[src/rtl/eeprom_pkg.sv]
// eeprom_pkg: shared EEPROM widths, I2C device prefix and loader state encoding
package eeprom_pkg;
  localparam int EE_ADDR_W = 11;
  localparam int EE_DATA_W = 8;
  localparam logic [3:0] I2C_DEV_PREFIX = 4'b1010;
  typedef enum logic [2:0] {S_IDLE, S_ISSUE, S_WAIT, S_STORE, S_CHECK} ld_state_e;
endpackage

[src/rtl/eeprom_config_loader_timeout.sv]
// eeprom_timeout: per-byte read watchdog, expired when the count reaches TIMEOUT_CYCLES-1
module eeprom_timeout #(
  parameter int TIMEOUT_CYCLES = 200000
) (
  input  logic clk,
  input  logic rst,
  input  logic clear,
  input  logic enable,
  output logic expired
);
  localparam int W = $clog2(TIMEOUT_CYCLES + 1);
  logic [W-1:0] count_q, count_d;
  assign expired = count_q == W'(TIMEOUT_CYCLES - 1);
  always_comb count_d = clear ? '0 : (enable && !expired) ? count_q + 1'b1 : count_q;
  always_ff @(posedge clk)
    if (rst) count_q <= '0;
    else     count_q <= count_d;
endmodule

[src/rtl/eeprom_config_loader.sv]
// eeprom_config_loader: reads NUM_BYTES config bytes from EEPROM and streams them downstream.
// Macro EEPROM_LOADER_CHECKSUM_EN enables the zero-sum checksum check on the loaded bytes.
module eeprom_config_loader
  import eeprom_pkg::*;
#(
  parameter logic [EE_ADDR_W-1:0] BASE_ADDR      = 11'h000,
  parameter int                   NUM_BYTES      = 16,
  parameter int                   TIMEOUT_CYCLES = 200000
) (
  input  logic                 clk,
  input  logic                 rst,
  input  logic                 start,
  output logic                 busy,
  output logic                 done,
  output logic                 error,
  output logic [EE_ADDR_W-1:0] ee_addr,
  output logic                 ee_read,
  input  logic [EE_DATA_W-1:0] ee_data,
  input  logic                 ee_data_ready,
  output logic                 byte_valid,
  output logic [7:0]           byte_index,
  output logic [EE_DATA_W-1:0] byte_data,
  output logic                 checksum_ok
);
  localparam logic [7:0] LAST = 8'(NUM_BYTES - 1);
  ld_state_e state_q, state_d;
  logic [7:0] index_q, index_d;
  logic [EE_DATA_W-1:0] data_q, data_d;
  logic error_q, error_d, done_q, done_d, ok_q, ok_d;
  logic tmr_en, tmr_clear, tmr_expired, sum_ok;

  eeprom_timeout #(.TIMEOUT_CYCLES(TIMEOUT_CYCLES)) u_timeout (
    .clk(clk), .rst(rst), .clear(tmr_clear), .enable(tmr_en), .expired(tmr_expired)
  );

`ifdef EEPROM_LOADER_CHECKSUM_EN
  logic [EE_DATA_W-1:0] sum_q, sum_d;
  always_comb sum_d = (state_q == S_IDLE && start) ? '0 : (state_q == S_STORE) ? sum_q + data_q : sum_q;
  always_ff @(posedge clk)
    if (rst) sum_q <= '0;
    else     sum_q <= sum_d;
  assign sum_ok = sum_q == '0;
`else
  assign sum_ok = 1'b1;
`endif

  always_ff @(posedge clk)
    if (rst) begin
      state_q <= S_IDLE;
      index_q <= '0;
      data_q  <= '0;
      error_q <= 1'b0;
      done_q  <= 1'b0;
      ok_q    <= 1'b0;
    end else begin
      state_q <= state_d;
      index_q <= index_d;
      data_q  <= data_d;
      error_q <= error_d;
      done_q  <= done_d;
      ok_q    <= ok_d;
    end

  // done/error/checksum_ok are registered so they land together in the first IDLE cycle
  always_comb begin
    state_d = state_q;
    index_d = index_q;
    data_d  = data_q;
    error_d = error_q;
    ok_d    = ok_q;
    done_d  = 1'b0;
    case (state_q)
      S_IDLE:
        if (start) begin
          state_d = S_ISSUE;
          index_d = '0;
          error_d = 1'b0;
        end
      S_ISSUE: state_d = S_WAIT;
      S_WAIT:
        if (ee_data_ready) begin
          data_d  = ee_data;
          state_d = S_STORE;
        end else if (tmr_expired) begin
          error_d = 1'b1;
          done_d  = 1'b1;
          state_d = S_IDLE;
        end
      S_STORE: begin
        state_d = (index_q == LAST) ? S_CHECK : S_ISSUE;
        index_d = (index_q == LAST) ? index_q : index_q + 1'b1;
      end
      S_CHECK: begin
        ok_d    = sum_ok;
        error_d = !sum_ok;
        done_d  = 1'b1;
        state_d = S_IDLE;
      end
      default: state_d = S_IDLE;
    endcase
  end

  always_comb begin
    busy        = state_q != S_IDLE;
    ee_read     = state_q == S_ISSUE;
    byte_valid  = state_q == S_STORE;
    ee_addr     = BASE_ADDR + EE_ADDR_W'(index_q);
    byte_index  = index_q;
    byte_data   = data_q;
    done        = done_q;
    error       = error_q;
    checksum_ok = ok_q;
    tmr_en      = state_q == S_ISSUE || state_q == S_WAIT;
    tmr_clear   = !tmr_en;
  end
endmodule

[config.mk]
export PLATFORM = sky130hd
export DESIGN_NAME = eeprom_config_loader
export DESIGN_NICKNAME = d
export VERILOG_FILES = /design/src/rtl/eeprom_pkg.sv /design/src/rtl/eeprom_config_loader_timeout.sv /design/src/rtl/eeprom_config_loader.sv
export SDC_FILE = /design/constraint.sdc
export NUM_CORES = 1
export LEC_CHECK = 0
export CORE_ASPECT_RATIO = 1.75
export CORE_MARGIN = 3
export CORE_UTILIZATION = 53
export DETAILED_ROUTE_END_ITERATION = 8
export HOLD_SLACK_MARGIN = 0.06
export PLACE_DENSITY = 0.82
export SLEW_MARGIN = 20
export SYNTH_ARGS = -nofsm -noshare
export SYNTH_HDL_FRONTEND = slang
export SYNTH_SLANG_ARGS = --single-unit
[constraint.sdc]
create_clock -name clk -period 3.15 [get_ports clk]
set_input_delay 0.7875 -clock clk [delete_from_list [all_inputs] [get_ports clk]]
set_output_delay 0.7875 -clock clk [all_outputs]
set_load 0.03 [all_outputs]
**Word level (Yosys, flattened, before mapping)**

Index checks and enable logic that the tools add are counted.

- Bitwise gates (word level): 1
- Add/sub/neg operators: 2
- Divide/modulo/power cells: 0
- Muxes and demuxes: 15
- Eq/ne operators: 11
- Magnitude comparators: 0
- Multipliers: 0
- Reductions and logical operators: 12
- Shift operators: 0

Operators by type and width:

| cell | number |
|---|---|
| $add 18x1->18 const B | 1 |
| $eq 18x18->1 const B | 1 |
| $mux 8 | 2 |
| $pmux 8 s2 | 1 |
| $mux 3 | 4 |
| $pmux 3 s4 | 1 |
| $add 8x1->8 const B | 1 |
| $eq 8x4->1 const B | 1 |
| $eq 3x2->1 const B | 2 |
| $ne 2x2->1 const B | 3 |
| $reduce_bool 3->1 | 2 |
| $mux 1 | 5 |
| $reduce_and 2->1 | 2 |
| $reduce_and 4->1 | 1 |
| $eq 3x1->1 const B | 1 |
| $eq 3x3->1 const B | 1 |
| $logic_not 3->1 | 1 |
| $ne 3x2->1 const B | 1 |
| $pmux 1 s3 | 1 |
| $reduce_and 3->1 | 1 |
| $ne 2x1->1 const B | 1 |
| $pmux 1 s2 | 1 |
| $reduce_bool 2->1 | 1 |
| $reduce_or 2->1 | 1 |
| other kinds (4) | 4 |

- Memories: 0
- Logic and storage cells: 48
- Output and inout port bits: 33
- Bits in latches: 0
- Register bits: 40
- ROM bits: 0
- Bits in writable memories: 0
- Input bits: 12

**Logic depth before layout (Yosys ltp)**

Gate-level depths: netlist of run 1.

- Depth in word-level cells: 4
- Mapped depth: 6
- Depth with buffers taken out: 5

**Cells and area by module**

From an unflattened synthesis of run 1, not the netlist that was laid out.

- Cell total of the unflattened synthesis: 248
- Area, all modules: 2097.0 µm²

By module, submodules not included:

| module | cells each | sequential area each (µm²) | instances | area an instance (µm²) |
|---|---|---|---|---|
| eeprom_config_loader | 127 | 440.4 | 1 | 1108.6 |
| eeprom_timeout | 121 | 360.3 | 1 | 988.4 |

**Worst setup path after synthesis of run 1**

OpenSTA, ideal clock, no wires.

- Path kind: in2reg
- From: input port start
- To: register index_q[6], in the netlist byte_index[6]
- Arrival: 1986 ps
- Setup slack: 1094 ps
- Stages: 4
- Library setup time: 70 ps
- Buffers on the path: 0
- Required time: 3080 ps
- Path through: or4b_4 > a21boi_4 > or4_1 > a21oi_1

- Cells in the longest elaborated chain, start to end: 2

Ends and longest elaborated chain:

| what | RTL line | source |
|---|---|---|
| from (decl) | eeprom_config_loader.sv:12 | `input logic start,` |
| $ne 2x2->1 (no source line) | -- |  |
| $reduce_and 3->1 (no source line) | -- |  |
| to (signal assigned) | eeprom_config_loader.sv:57 | `index_q <= index_d;` |
| to (decl) | eeprom_config_loader.sv:27 | `logic [7:0] index_q, index_d;` |

No other way between the ends.
A chain may end at the register's enable or synchronous reset.

**Worst setup path in the final report of run 1**

- From: register state_q[0]
- To: output port ee_read

- Cells in the longest elaborated chain, start to end: 1

Ends and longest elaborated chain:

| what | RTL line | source |
|---|---|---|
| from (decl) | eeprom_config_loader.sv:26 | `ld_state_e state_q, state_d;` |
| from (signal assigned) | eeprom_config_loader.sv:56 | `state_q <= state_d;` |
| $eq 3x1->1 | eeprom_config_loader.sv:105 | `ee_read = state_q == S_ISSUE;` |
| to (decl) | eeprom_config_loader.sv:17 | `output logic ee_read,` |

No other way between the ends.

==> out/metrics.yaml, run 1 <==
rows: 28
p_leak_nw: 0.776
cp.arrival_ns: 1.88
drc: 0
worstSetupPathType: "reg2out"
post_cts_buffers: 0
grt_pass1_vias: 1601
ctsResizeCount: 0
via_count: 1675
cpLargestDelayFamily: "buffers and inverters"
ys_seq_elements: 40
worst-path-stages: 3
synth_most_common_cell: "dfxtp_1"
synth-seq-area-share_pct: 40.4
ctsRootBufferMaster: "clkbuf_8"
place_ws_ns: 0.530
ys_top_cells_by_count: "dfxtp_1, nor2_1, a21oi_1"
synthArstFlopShare_pct: 0
cts_tree: "yes"
synthCells: 220
tns_ns: 0
finalCritPeriodShare_pct: 84.6
status: "completed"
synth_top_area_cell: "dfxtp_1"
whs_ns: 0.479
synth_cell_types: 47
synth_ff_type: "dfxtp_1"
hold-path-cell-count: 2
cts_sinks: 40
max-clock-path-buffers: 2
ir_worst_vdd_mv: 0.357
place_hpwl_um: 3050
grt_overflow: 0
synth_area_leaders: "dfxtp_1, nor2_1, buf_4"
dpl_cell_area_mm2: 0.00232
drive_above_1_share_pct: 7.97
rr_worst_depth: 5
cts_buffers: 5
clk_latency_ns: 0.28
dieArea_mm2: 0.00454
worstSetupStartpointType: "flop"
fp.dieW_um: 52.2
nets: 265
firstDrtPassIters: 4
wl_per_cell_um: 13.9
rrSetupSlack_ns: 1.06
timing.final.crit_period_ns: 2.66
maxCapViolCount: 0
diodes: 0
setup-violations-final: 0
antenna_left: 0
fin_area_mm2: 0.00240
io_buffers: 41
final_util_pct: 69.2
seqCellArea_um2: 801
drt_iter0_markers: 29
initial_core_util_pct: 57.1
crit_chain: "nor2b_1, nor2b_1, clkdlybuf4s50_1"
crit_path_frequent_cell: "nor2b_1"
crit_path_end_kind: "output port"
multi_input_area_mm2: 0.00103
power.density_mw_per_mm2: 441
hold_violations: 0
grt_start_max_net_pins: 19
groute.usage.overall_pct: 20.0
io_pins: 45
coreArea_mm2: 0.00347
ys_warn_count: 0
num-fill-cells: 263
max_stage_delay_ns: 0.69
viasPerCell: 5.66
yosysTopAreaCellShare_pct: 40.4
max_freq_ghz: 0.375
rsz0062_at_grt: "no"
die_y_um: 86.9
setup_slack_ns: 0.487
antenna_found_initial: 0
htreeDepth: 2
grt_pass1_wl_um: 7000
cp_max_fo: 8
hp-class: "reg2reg"
synthToLayoutAreaGrowth_pct: 21.2
clk_pin_slew_ns: 0.07
netlist_area_mm2: 0.00198
cp.required_ns: 2.36
drt_wl_total_um: 4110
place_congestion: 0.759
syn_avg_cell_area_um2: 9.00
cp_num_buf_inv: 1
finalMaxSlewViolations: 0
synth_edf_count: 0
finalClockSkew_ns: 0.00442
slowest_stage: "clkdlybuf4s50_1"
postCtsHoldBufs: 0
==> where the power goes <==
part,switching [mW],internal [mW],total (mW)
clock,0.159,0.150,0.309
combinational,0.113,0.0885,0.201
sequential,0.0259,0.522,0.548
==> cell type report <==
cell class	instances	share of cell area (%)
clock buffers	6	3.02
clock inverters	1	0.209
inverters	5	0.782
multi-input cells	157	42.9
flip-flops and latches	40	33.4
well taps	45	2.35
repair buffers	42	17.4
==> per-stage QoR <==
stage	std cells	total power, mW
6_report	296	1.06
5_1_grt	296	1.11
4_1_cts	296	1.07
3_5_place_dp	289	0.760
3_3_place_gp	289	0.758
2_1_floorplan	222	0.710
==> layout by cell type (no fill, tap or decap), drive strengths merged, types with 3 or more instances in the layout <==
master	synthesis	routed
or4	9	9
o31ai	9	9
clkdlybuf4s50	0	41
dfxtp	40	40
nor4	3	3
conb	1	3
o21ai	9	9
nand3b	3	3
xnor2	5	5
xor2	3	3
nand4	6	6
clkbuf	5	6
and4	3	3
a21oi	14	14
nand2	10	10
nor3	4	4
nor2	23	23
or2	3	3
nand3	11	11
inv	5	5
mux2i	8	8
or3	7	7
==> routing by layer <==
layer	share of wire [%]	global-route usage, %
met5	0	0
met2	52	34.7
met3	4.2	5.15
met4	1.8	8.84
met1	42	22.5
==> path summary, 6_finish.rpt <==
path	from	end
worst min-delay path	checksum_ok	checksum_ok
worst max-delay path	state_q[0]	ee_read
worst max register to register	u_timeout.count_q[0]	u_timeout.count_q[16]
worst min register to register	checksum_ok	checksum_ok
==> registers in the layout, indices dropped and copies added (netlist names) <==
name,cells
state_q,3
byte_index,8
done,1
checksum_ok,1
error,1
u_timeout.count_q,18
byte_data,8
==> logic make-up after synthesis <==
| logic type | count (synthesis) | synth area share [%] |
|---|---|---|
| AND/OR/NAND/NOR | 92 | 26.8 |
| AO/OA/AOI/OAI | 43 | 14.2 |
| flip-flops | 40 | 40.4 |
| buffers and inverters | 25 | 8.02 |
| multiplexers | 9 | 4.61 |
| XOR/XNOR | 8 | 4.49 |
| adder cells (fa/ha/maj) | 2 | 1.26 |
| other | 1 | 0.189 |
==> worst reg2reg max path, stage by stage, from the launching register on <==
cell and delay (ns):
dfxtp_1 0.42, ha_1 0.26, nand3_2 0.18, or4_4 0.61, or4_1 0.41, a21oi_1 0.15
Note: power is estimated with default switching activity, not from simulation.
==> run 2: changes to the inputs <==
CORE_UTILIZATION = 45   (was 53)
PLACE_DENSITY = 0.74   (was 0.82)
clock period = 2.3 ns   (was 3.15 ns; I/O delays follow)
==> out/metrics.yaml, run 2 (synthesis results as in run 1) <==
status: "completed"
hp-class: "reg2reg"
cts_tree: "yes"
cp.arrival_ns: 1.54
cts_sinks: 40
cp.required_ns: 1.73
worstSetupPathType: "reg2out"
grt_pass1_vias: 1764
firstDrtPassIters: 4
maxCapViolCount: 0
cpLargestDelayFamily: "buffers and inverters"
max-clock-path-buffers: 2
rsz0062_at_grt: "no"
hold_violations: 0
grt_start_max_net_pins: 19
diodes: 0
crit_chain: "nand3b_1, inv_2, dlygate4sd2_1"
multi_input_area_mm2: 0.00103
nets: 271
worstSetupStartpointType: "flop"
drt_wl_total_um: 4400
drc: 0
crit_path_start: "state_q[2]"
postCtsHoldBufs: 0
seqCellArea_um2: 801
drive_above_1_share_pct: 10.9
slowest_stage: "dlygate4sd2_1"
htreeDepth: 2
ir_worst_vdd_mv: 0.424
drt_iter0_markers: 58
final_common_cell: "dfxtp_1"
rr_startpoint: "u_timeout.count_q[0]"
viasPerCell: 5.71
grt_pass1_wl_um: 7720
coreArea_mm2: 0.00419
finalNonFillerCells: 307
place_hpwl_um: 3320
groute.usage.overall_pct: 18.1
tns_ns: 0
worstHoldStart: "u_timeout.count_q[17]"
max_freq_ghz: 0.474
io_pins: 45
max_stage_delay_ns: 0.41
regMostFlops: "u_timeout.count_q"
ctsRootBufferMaster: "clkbuf_8"
layout_common_cells: "dfxtp_1, clkdlybuf4s50_1, nor2_1, a21oi_1"
finalCritPeriodShare_pct: 91.8
finalClockSkew_ns: 0.00793
wl_per_cell_um: 14.3
whs_ns: 0.494
setup-violations-final: 0
p_total_mw: 1.53
die_y_um: 93.8
rows: 31
place_inst: 299
initial_core_util_pct: 47.3
clk_pin_slew_ns: 0.08
dieArea_mm2: 0.00526
crit_path_end_kind: "output port"
timing.final.crit_period_ns: 2.11
antenna_left: 0
io_buffers: 41
largest_register_ffs: 18
antenna_found_initial: 0
synthToLayoutAreaGrowth_pct: 24.3
finalMaxSlewViolations: 0
cp_num_buf_inv: 2
power.density_mw_per_mm2: 623
cts_buffers: 5
cp_max_fo: 10
via_count: 1753
num-fill-cells: 386
p_leak_nw: 0.824
fp.dieW_um: 56.2
place_congestion: 0.780
grt_overflow: 0
clk_latency_ns: 0.30
==> run 2: power by group <==
group          switching [mW]  internal (mW)
Sequential             0.0258          0.714
Clock                   0.256          0.240
Combinational           0.170          0.129
==> run 2: final cells by class <==
cell class                      count  share of cell area (%)
Clock buffer                        6                    3.36
Clock inverter                      2                   0.407
Inverter                            5                   0.763
Multi-Input combinational cell    157                    41.8
Sequential cell                    40                    32.5
Tap cell                           49                    2.49
Timing Repair Buffer               48                    18.7
==> run 2: worst reg2reg max path: stages (launching register included) <==
cell	delay, ns
dfxtp_1	0.42
ha_1	0.26
nand3_2	0.11
or4_4	0.58
or4_1	0.41
a21oi_1	0.16
==> run 2: final timing paths <==
check	cells past startpoint	slack (ns)	to
setup reg to reg	5	0.28	u_timeout.count_q[16]
hold reg to reg	2	0.49	u_timeout.count_q[17]
hold / removal	2	0.49	u_timeout.count_q[17]
setup / recovery	3	0.19	byte_valid
==> run 2: what timing repair did <==
item / CTS / global route
buffers inserted: 0 / 0
endpoints found under the setup margin: 3 / 0
resized for setup: 3 / 0
==> run 2: per-stage QoR <==
| stage | instance area (µm²) | util (%) | worst slack [ns] |
|---|---|---|---|
| floorplan | 1990 | - | 0.428 |
| global placement | 2370 | 56.6 | -0.0345 |
| detailed placement | 2370 | 56.6 | -0.0614 |
| CTS | 2460 | 58.8 | 0.181 |
| global route | 2460 | 58.8 | 0.139 |
| finish | 2460 | 58.8 | 0.189 |
==> run 2: metal layers <==
metal / vias up / track usage, % / routed length (µm)
li1: 864 / - / -
met1: 841 / 18.8 / 1690
met2: 41 / 34.1 / 2450
met3: 7 / 3.85 / 192
met4: 0 / 7.92 / 70
met5: - / 0 / 0
==> run 3: changes to the inputs <==
SKIP_CTS_REPAIR_TIMING = 1   (was default)
==> out/metrics.yaml, run 3 (synthesis results as in run 1) <==
status: "completed"
ctsRootBufferMaster: "clkbuf_8"
grt_overflow: 0
place_congestion: 0.780
cp.required_ns: 2.52
finalNonFillerCells: 307
dieArea_mm2: 0.00526
hp-class: "reg2reg"
place_hpwl_um: 3320
io_pins: 45
rsz0062_at_grt: "no"
power.density_mw_per_mm2: 622
finalCritPeriodShare_pct: 89.0
drt_iter0_markers: 54
max_freq_ghz: 0.489
slowest_stage: "clkdlybuf4s50_1"
firstDrtPassIters: 4
synthToLayoutAreaGrowth_pct: 24.8
max_stage_delay_ns: 0.47
cts_sinks: 40
drive_above_1_share_pct: 10.9
worstSetupStartpointType: "input pin"
cpLargestDelayFamily: "simple AND/OR/NAND/NOR gates"
regMostFlops: "u_timeout.count_q"
wl_per_cell_um: 14.4
setup-violations-final: 0
hold-path-cell-count: 2
grt_start_max_net_pins: 19
worstSetupPathType: "in2reg"
clk_latency_ns: 0.29
final_common_cell: "dfxtp_1"
nets: 271
place_inst: 299
timing.final.crit_period_ns: 2.05
rows: 31
rr_worst_depth: 5
hold_violations: 0
grt_pass1_wl_um: 7720
finalMaxSlewViolations: 0
cts_tree: "yes"
diodes: 0
viasPerCell: 5.72
io_buffers: 41
fp.dieW_um: 56.2
max-clock-path-buffers: 2
fin_area_mm2: 0.00247
clk_pin_slew_ns: 0.07
cp_num_buf_inv: 1
antenna_found_initial: 0
groute.usage.overall_pct: 18.1
crit_path_end_kind: "flop"
die_y_um: 93.8
cp_max_fo: 4
drc: 0
via_count: 1756
p_leak_nw: 0.859
antenna_left: 0
grt_pass1_vias: 1764
whs_ns: 0.493
drt_wl_total_um: 4410
htreeDepth: 2
largest_register_ffs: 18
worst-path-stages: 5
crit_chain: "clkdlybuf4s50_1, or4b_4, a21boi_4, or4_1, a21oi_1"
dpl_cell_area_mm2: 0.00237
finalClockSkew_ns: 0.00790
cts_buffers: 5
maxCapViolCount: 0
ir_worst_vdd_mv: 0.424
initial_core_util_pct: 47.3
layout_common_cells: "dfxtp_1, clkdlybuf4s50_1, nor2_1, a21oi_1"
cp.arrival_ns: 2.27
coreArea_mm2: 0.00419
-- run 3: layout make-up --
type	count	area (µm²)
clock inverters	2	10.0
flip-flops and latches	40	801
clock buffers	6	82.6
well taps	49	61.3
multi-input cells	157	1030
inverters	5	18.8
fillers	382	1720
repair buffers	48	470
-- run 3: stage by stage --
stage	TNS, ns	setup slack [ns]	total power, mW	utilization [%]
after global routing	0	0.169	1.59	59.0
after detailed placement	-0.0614	-0.0614	1.06	56.6
final	0	0.253	1.54	59.0
after global placement	-0.0345	-0.0345	1.06	56.6
after floorplan	0	0.428	0.973	-
after CTS	-0.152	-0.0923	1.55	58.8
-- run 3: path summary, 6_finish.rpt --
path	from	to	slack, ns
hold / removal	u_timeout.count_q[17]	u_timeout.count_q[17]	0.49
hold reg to reg	u_timeout.count_q[17]	u_timeout.count_q[17]	0.49
setup / recovery	start	byte_index[6]	0.25
setup reg to reg	u_timeout.count_q[0]	u_timeout.count_q[16]	0.29
-- run 3: per-layer routing --
metal / track usage [%] / up-vias / part of all wire (%)
met5: 0 / - / 0
met1: 18.8 / 845 / 39
met2: 34.1 / 39 / 55
met3: 3.85 / 8 / 4.2
met4: 7.92 / 0 / 1.8
li1: - / 864 / -
-- run 3: power by group --
group          total [mW]  switching (mW)  leakage, nW  internal, mW
logic               0.305           0.170        0.485         0.135
clock network       0.493           0.253       0.0510         0.240
registers           0.740          0.0256        0.323         0.714
total                1.54           0.449        0.859          1.09
-- run 3: worst register-to-register path, stage by stage (launching register included) --
cell	delay, ns
dfxtp_1	0.42
ha_1	0.26
nand3_2	0.11
or4_4	0.58
or4_1	0.41
a21oi_1	0.16
